$ cat config.mk
export PLATFORM = sky130hd
export DESIGN_NAME = shift_add_multiplier_flat
export DESIGN_NICKNAME = d
export VERILOG_FILES = /design/src/rtl/alu_pkg.sv /design/src/rtl/shift_add_multiplier_if.sv /design/src/rtl/cla_adder_subtractor.sv /design/src/rtl/shift_add_multiplier.sv /design/src/flat_wrapper.sv
export SDC_FILE = /design/constraint.sdc
export NUM_CORES = 1
export LEC_CHECK = 0
export CAP_MARGIN = 20
export CORE_UTILIZATION = 37
export DETAILED_ROUTE_END_ITERATION = 12
export PLACE_DENSITY = 0.67
export SYNTH_ARGS = -nofsm -noshare
export SYNTH_HDL_FRONTEND = slang
export SYNTH_HIERARCHICAL = 1
export SYNTH_SLANG_ARGS = --single-unit
$ cat constraint.sdc
create_clock -name clk -period 2.2 [get_ports clk]
set_input_delay 0.55 -clock clk [delete_from_list [all_inputs] [get_ports clk]]
set_output_delay 0.55 -clock clk [all_outputs]
set_load 0.02 [all_outputs]
$ cat src/rtl/alu_pkg.sv
// Shared constants and FSM state type for the shift-add multiplier slice.
// Latency: none (declarations only).
// Backpressure: none (declarations only).
package alu_pkg;

  localparam int WIDTH  = 4;
  localparam int CNT_W  = 2;
  localparam int PROD_W = 2 * WIDTH;

  typedef enum logic [1:0] {
    IDLE  = 2'd0,
    ADD   = 2'd1,
    SHIFT = 2'd2,
    DONE  = 2'd3
  } state_t;

endpackage

$ cat src/rtl/shift_add_multiplier_if.sv
// Request/result bundle between a requester and the shift-add multiplier.
// Latency: none (wiring only).
// Backpressure: a requester must watch busy; start is ignored while busy is high.
interface shift_add_multiplier_if;

  logic                           start;
  logic [alu_pkg::WIDTH-1:0]      A;
  logic [alu_pkg::WIDTH-1:0]      B;
  logic [alu_pkg::PROD_W-1:0]     P;
  logic                           busy;
  logic                           done;

  modport master (output start, A, B, input P, busy, done);
  modport slave  (input start, A, B, output P, busy, done);

endinterface

$ cat src/rtl/cla_adder_subtractor.sv
// 4-bit carry-lookahead adder/subtractor: S = A + (B ^ {4{M}}) + M.
// Latency: purely combinational.
// Backpressure: none.
module cla_adder_subtractor (
  input  logic [3:0] A,
  input  logic [3:0] B,
  input  logic       M,
  output logic [3:0] S,
  output logic       Cout
);

  logic [3:0] bx;
  logic [3:0] g;
  logic [3:0] p;
  logic [3:0] c;

  // generate/propagate terms and flattened lookahead carries
  always_comb begin
    bx   = B ^ {4{M}};
    g    = A & bx;
    p    = A ^ bx;
    c[0] = M;
    c[1] = g[0] | (p[0] & c[0]);
    c[2] = g[1] | (p[1] & g[0]) | (p[1] & p[0] & c[0]);
    c[3] = g[2] | (p[2] & g[1]) | (p[2] & p[1] & g[0]) | (p[2] & p[1] & p[0] & c[0]);
    Cout = g[3] | (p[3] & g[2]) | (p[3] & p[2] & g[1]) | (p[3] & p[2] & p[1] & g[0])
         | (p[3] & p[2] & p[1] & p[0] & c[0]);
    S    = p ^ c;
  end

endmodule

$ cat src/rtl/shift_add_multiplier.sv
// Sequential unsigned 4x4 shift-add multiplier using a single CLA adder.
// Latency: done is high in the cycle after the 8th edge following the accepting edge; IDLE again one edge later.
// Backpressure: start is sampled only in IDLE; requests while busy are dropped, not queued.
module shift_add_multiplier #(
  parameter int WIDTH = alu_pkg::WIDTH  // only 4 is supported (adder is fixed-width)
) (
  input  logic                   clk,
  input  logic                   rst_n,
  shift_add_multiplier_if.slave  bus
);

  alu_pkg::state_t               state;
  alu_pkg::state_t               state_nxt;
  logic [WIDTH-1:0]              mcand;
  logic [WIDTH:0]                acc;    // acc[WIDTH] keeps the adder carry
  logic [WIDTH-1:0]              q;
  logic [alu_pkg::CNT_W-1:0]     cnt;
  logic [2*WIDTH-1:0]            p_reg;
  logic [WIDTH-1:0]              sum;
  logic                          cout;

  cla_adder_subtractor u_adder (
    .A    (acc[WIDTH-1:0]),
    .B    (mcand),
    .M    (1'b0),
    .S    (sum),
    .Cout (cout)
  );

  // next-state decode: ADD/SHIFT alternate four times, then a single DONE cycle
  always_comb begin
    state_nxt = state;
    case (state)
      alu_pkg::IDLE:  if (bus.start) state_nxt = alu_pkg::ADD;
      alu_pkg::ADD:   state_nxt = alu_pkg::SHIFT;
      alu_pkg::SHIFT: state_nxt = (cnt == '1) ? alu_pkg::DONE : alu_pkg::ADD;
      alu_pkg::DONE:  state_nxt = alu_pkg::IDLE;
      default:        state_nxt = alu_pkg::IDLE;
    endcase
  end

  // state and datapath registers; reset aborts any operation and clears the product
  always_ff @(posedge clk or negedge rst_n) begin
    if (!rst_n) begin
      state <= alu_pkg::IDLE;
      mcand <= '0;
      acc   <= '0;
      q     <= '0;
      cnt   <= '0;
      p_reg <= '0;
    end else begin
      state <= state_nxt;
      case (state)
        alu_pkg::IDLE: begin
          if (bus.start) begin
            mcand <= bus.A;
            q     <= bus.B;
            acc   <= '0;
            cnt   <= '0;
          end
        end
        alu_pkg::ADD: begin
          if (q[0]) acc <= {cout, sum};
          else      acc <= {1'b0, acc[WIDTH-1:0]};
        end
        alu_pkg::SHIFT: begin
          {acc, q} <= {1'b0, acc, q[WIDTH-1:1]};
          cnt      <= cnt + 1'b1;
          // product is the post-shift {acc[3:0], q}, i.e. the pre-shift {acc, q[3:1]}
          if (cnt == '1) p_reg <= {acc, q[WIDTH-1:1]};
        end
        default: ;
      endcase
    end
  end

  // Moore outputs decoded from the registered state only
  always_comb begin
    bus.busy = (state != alu_pkg::IDLE);
    bus.done = (state == alu_pkg::DONE);
    bus.P    = p_reg;
  end

endmodule

$ cat src/flat_wrapper.sv
// flat-port wrapper written by rule: the top's interface ports become plain ports
module shift_add_multiplier_flat 
#(
  parameter int WIDTH = alu_pkg::WIDTH                                               
)
  (clk, rst_n, bus_start, bus_A, bus_B, bus_P, bus_busy, bus_done);
  shift_add_multiplier_if bus_i ();
  input  logic clk;
  input  logic rst_n;
  input wire logic [$bits(bus_i.start)-1:0] bus_start;
  input wire logic [$bits(bus_i.A)-1:0] bus_A;
  input wire logic [$bits(bus_i.B)-1:0] bus_B;
  output wire logic [$bits(bus_i.P)-1:0] bus_P;
  output wire logic [$bits(bus_i.busy)-1:0] bus_busy;
  output wire logic [$bits(bus_i.done)-1:0] bus_done;
  assign bus_i.start = bus_start;
  assign bus_i.A = bus_A;
  assign bus_i.B = bus_B;
  assign bus_P = bus_i.P;
  assign bus_busy = bus_i.busy;
  assign bus_done = bus_i.done;
  shift_add_multiplier #(.WIDTH(WIDTH)) u_core (.clk(clk), .rst_n(rst_n), .bus(bus_i));
endmodule
==> flow_summary.ini <==
[outcome]
status = completed

[global_routing]
grt_use_met2_pct = 28.9
antenna_found_initial = 0
grt_pass1_vias = 1105
grt_max_degree = 26
grt_pass1_wl_mm = 4.84
overflow = 0
grt_busiest_layer = met2
met3_usage_pct = 2.32
grt.total_usage_pct = 15.2
use_met1_pct = 16.8

[sta]
whs_ns = 0.515
hold_viol = 0
drv_slew = 0
max_slew_margin_pct = 60.3
worst_slew_pin_slew_ns = 0.595
tns_ns = 0
rsz0062_at_grt = no
fin_crit_ns = 2.01
fmax_mhz = 497
finalSetupViolCount = 0
finalCritPeriodShare_pct = 91.4
fin_skew_ns = 0.00259

[place]
gp_congestion = 0.734
io_buffer_count = 20
dp_hpwl_mm = 2.00

[critical_path]
cp-start-kind = register
worstPathMaxFanout = 3
crit_path_end_kind = register
critPathMaxStageDelay_ns = 0.39
path_class = reg -> reg
critPathMostFrequentCell = xor2_1
cp.required_ns = 2.36
crit_chain = xor2_1 -> ha_1 -> a21o_1 -> a31o_1 -> xor2_1 -> a32o_1 -> mux2_2
slowest_stage = dfrtp_1
arrival_ns = 2.17

[logic_synthesis]
synth_top_area_share_pct = 43.9
yosysSeqAreaShare_pct = 43.9
ys_ff_latch = 25
synth_compound_area_share_pct = 14.3
yosysUniqueCellTypes = 28
syn_inst = 117
syn-num-nets = 138
yosys-top-cells-area = dfrtp_1 (44%), mux2_2 (16%), ha_1 (8.8%), xor2_1 (3.7%), o22ai_1 (3.5%)
yosys.area.top_type = dfrtp_1
yosys_warnings = 6
synth-xor-area-share_pct = 5.54
synth-adder-area-share_pct = 8.79
synth.avg_cell_area_sq_um = 12.2
synth_top_family_by_area = multiplexers
synth_area_sq_um = 1420
synthMuxAreaShare_pct = 17.2
synth-simple-area-share_pct = 5.98

[routing]
routed_wl_mm = 2.75
route.antenna.remaining_nets = 0
drt_iter0_markers = 24
viasPerCell = 5.38
drc = 0
first_pass_iters = 4
routed-via-count = 1006
wire_per_inst_microns = 14.7

[clock_network]
clockBufferDepth = 2
hold_buffers = 0
clkTransAtPathRegs_ns = 0.09
cts_resized = 2
cts_buffers = 3
ctsHtreeMaxLevel = 1
cts_tree = built
cts.sinks = 25
cts_setup_buffers = 0
insertion_delay_ns = 0.27
cts_root_buf = clkbuf_8

[finish]
nFillCells = 367
final_cell_mix = dfrtp_1 (25), mux2_2 (20), clkdlybuf4s50_1 (18)
diodes = 0
syn_to_final_growth_pct = 19.8
multi_input_area_sq_um = 742
nets = 161
regArea_sq_um = 626
drive_gt1_share_pct = 22.3
layout_commonest_cell = dfrtp_1

[power_and_ir_drop]
p_leak_nw = 0.771
peakVddDrop_mv = 0.737
p_per_area_nw_per_um2 = 1460
total_power_mw = 2.48

[die]
core_region_area_sq_um = 3690
pin_count = 21
start_util_pct = 38.6
die_y_microns = 64.0
rows = 22
die-area_sq_um = 4100
chipWidth_microns = 64.0

[run]
drv_cap = 0

[min_path]
hold_class = reg -> reg
-- layout make-up --
cell class	count	area share (%)
inverter	3	0.660
clock buffer	3	2.42
multi-input combinational	84	43.5
clock inverter	1	0.293
tap	48	3.52
sequential	25	36.7
timing repair buffer	23	12.9
-- flip-flops by register name, indices dropped and copies added, names as in the netlist --
| signal | cells |
|---|---|
| u_core/q | 4 |
| u_core/mcand | 4 |
| u_core/state | 2 |
| u_core/acc | 5 |
| u_core/bus.P | 8 |
| u_core/cnt | 2 |
-- per-stage QoR --
stage	utilization (%)	cells	setup WS [ns]	cell area, sq um
floorplan	-	117	0.313	1420
global placement	45.0	183	0.270	1660
detailed placement	45.0	183	0.220	1660
CTS	46.2	187	0.192	1710
global route	46.2	187	0.119	1710
finish	46.2	187	0.189	1710
-- path summary, 6_finish.rpt --
| kind | from | end | slack, ns | depth (start not counted) |
|---|---|---|---|---|
| max | u_core/mcand[2] | u_core/acc[3] | 0.19 | 7 |
| min | u_core/bus.P[3] | u_core/bus.P[3] | 0.52 | 1 |
| max reg2reg | u_core/mcand[2] | u_core/acc[3] | 0.19 | 7 |
| min reg2reg | u_core/bus.P[3] | u_core/bus.P[3] | 0.52 | 1 |
| max in group asynchronous | rst_n | u_core/mcand[3] | 1.32 | 2 |
| min in group asynchronous | rst_n | u_core/mcand[1] | 0.64 | 2 |
-- Yosys cell counts --
cell and number:
xor2_1 6, nor2b_4 1, a32oi_1 1, nor2b_1 1
nand3b_1 1, clkbuf_1 1, a31o_1 1, mux2_2 20
mux2i_1 2, inv_1 3, and3_4 1, a21oi_1 7
buf_6 3, nor3_4 1, ha_1 10, o22ai_1 8
a21o_1 3, a32o_1 4, nand2_1 3, dfrtp_1 25
o31ai_1 1, conb_1 1, xnor2_1 3, a31oi_1 1
buf_4 1, o21ai_0 5, nand2_2 1, nand2b_1 2
-- kinds of logic after synthesis --
logic type / after synthesis
adder cells (fa/ha/maj): 10
flip-flops: 25
AO/OA/AOI/OAI: 31
buffers and inverters: 8
XOR/XNOR: 9
multiplexers: 22
AND/OR/NAND/NOR: 11
other: 1
-- critical path, delay by kind of cell (launching register included) --
| family | cells | cell delay [ns] |
|---|---|---|
| XOR/XNOR | 2 | 0.30 |
| multiplexers | 1 | 0.26 |
| adder cells (fa/ha/maj) | 1 | 0.32 |
| flip-flops | 1 | 0.39 |
| AO/OA/AOI/OAI | 3 | 0.62 |
-- report_power, final --
group,total [mW],switching (mW),internal (mW)
clock,0.276,0.149,0.127
sequential,0.851,0.189,0.661
combinational,1.36,0.665,0.692
total,2.48,1.00,1.48
-- per-layer routing --
| layer | vias to the layer above | wire [microns] |
|---|---|---|
| li1 | 472 | - |
| met1 | 503 | 1210 |
| met2 | 25 | 1400 |
| met3 | 6 | 82 |
| met4 | 0 | 57 |
| met5 | - | 0 |
No activity file was read; power rests on OpenSTA's default activity.
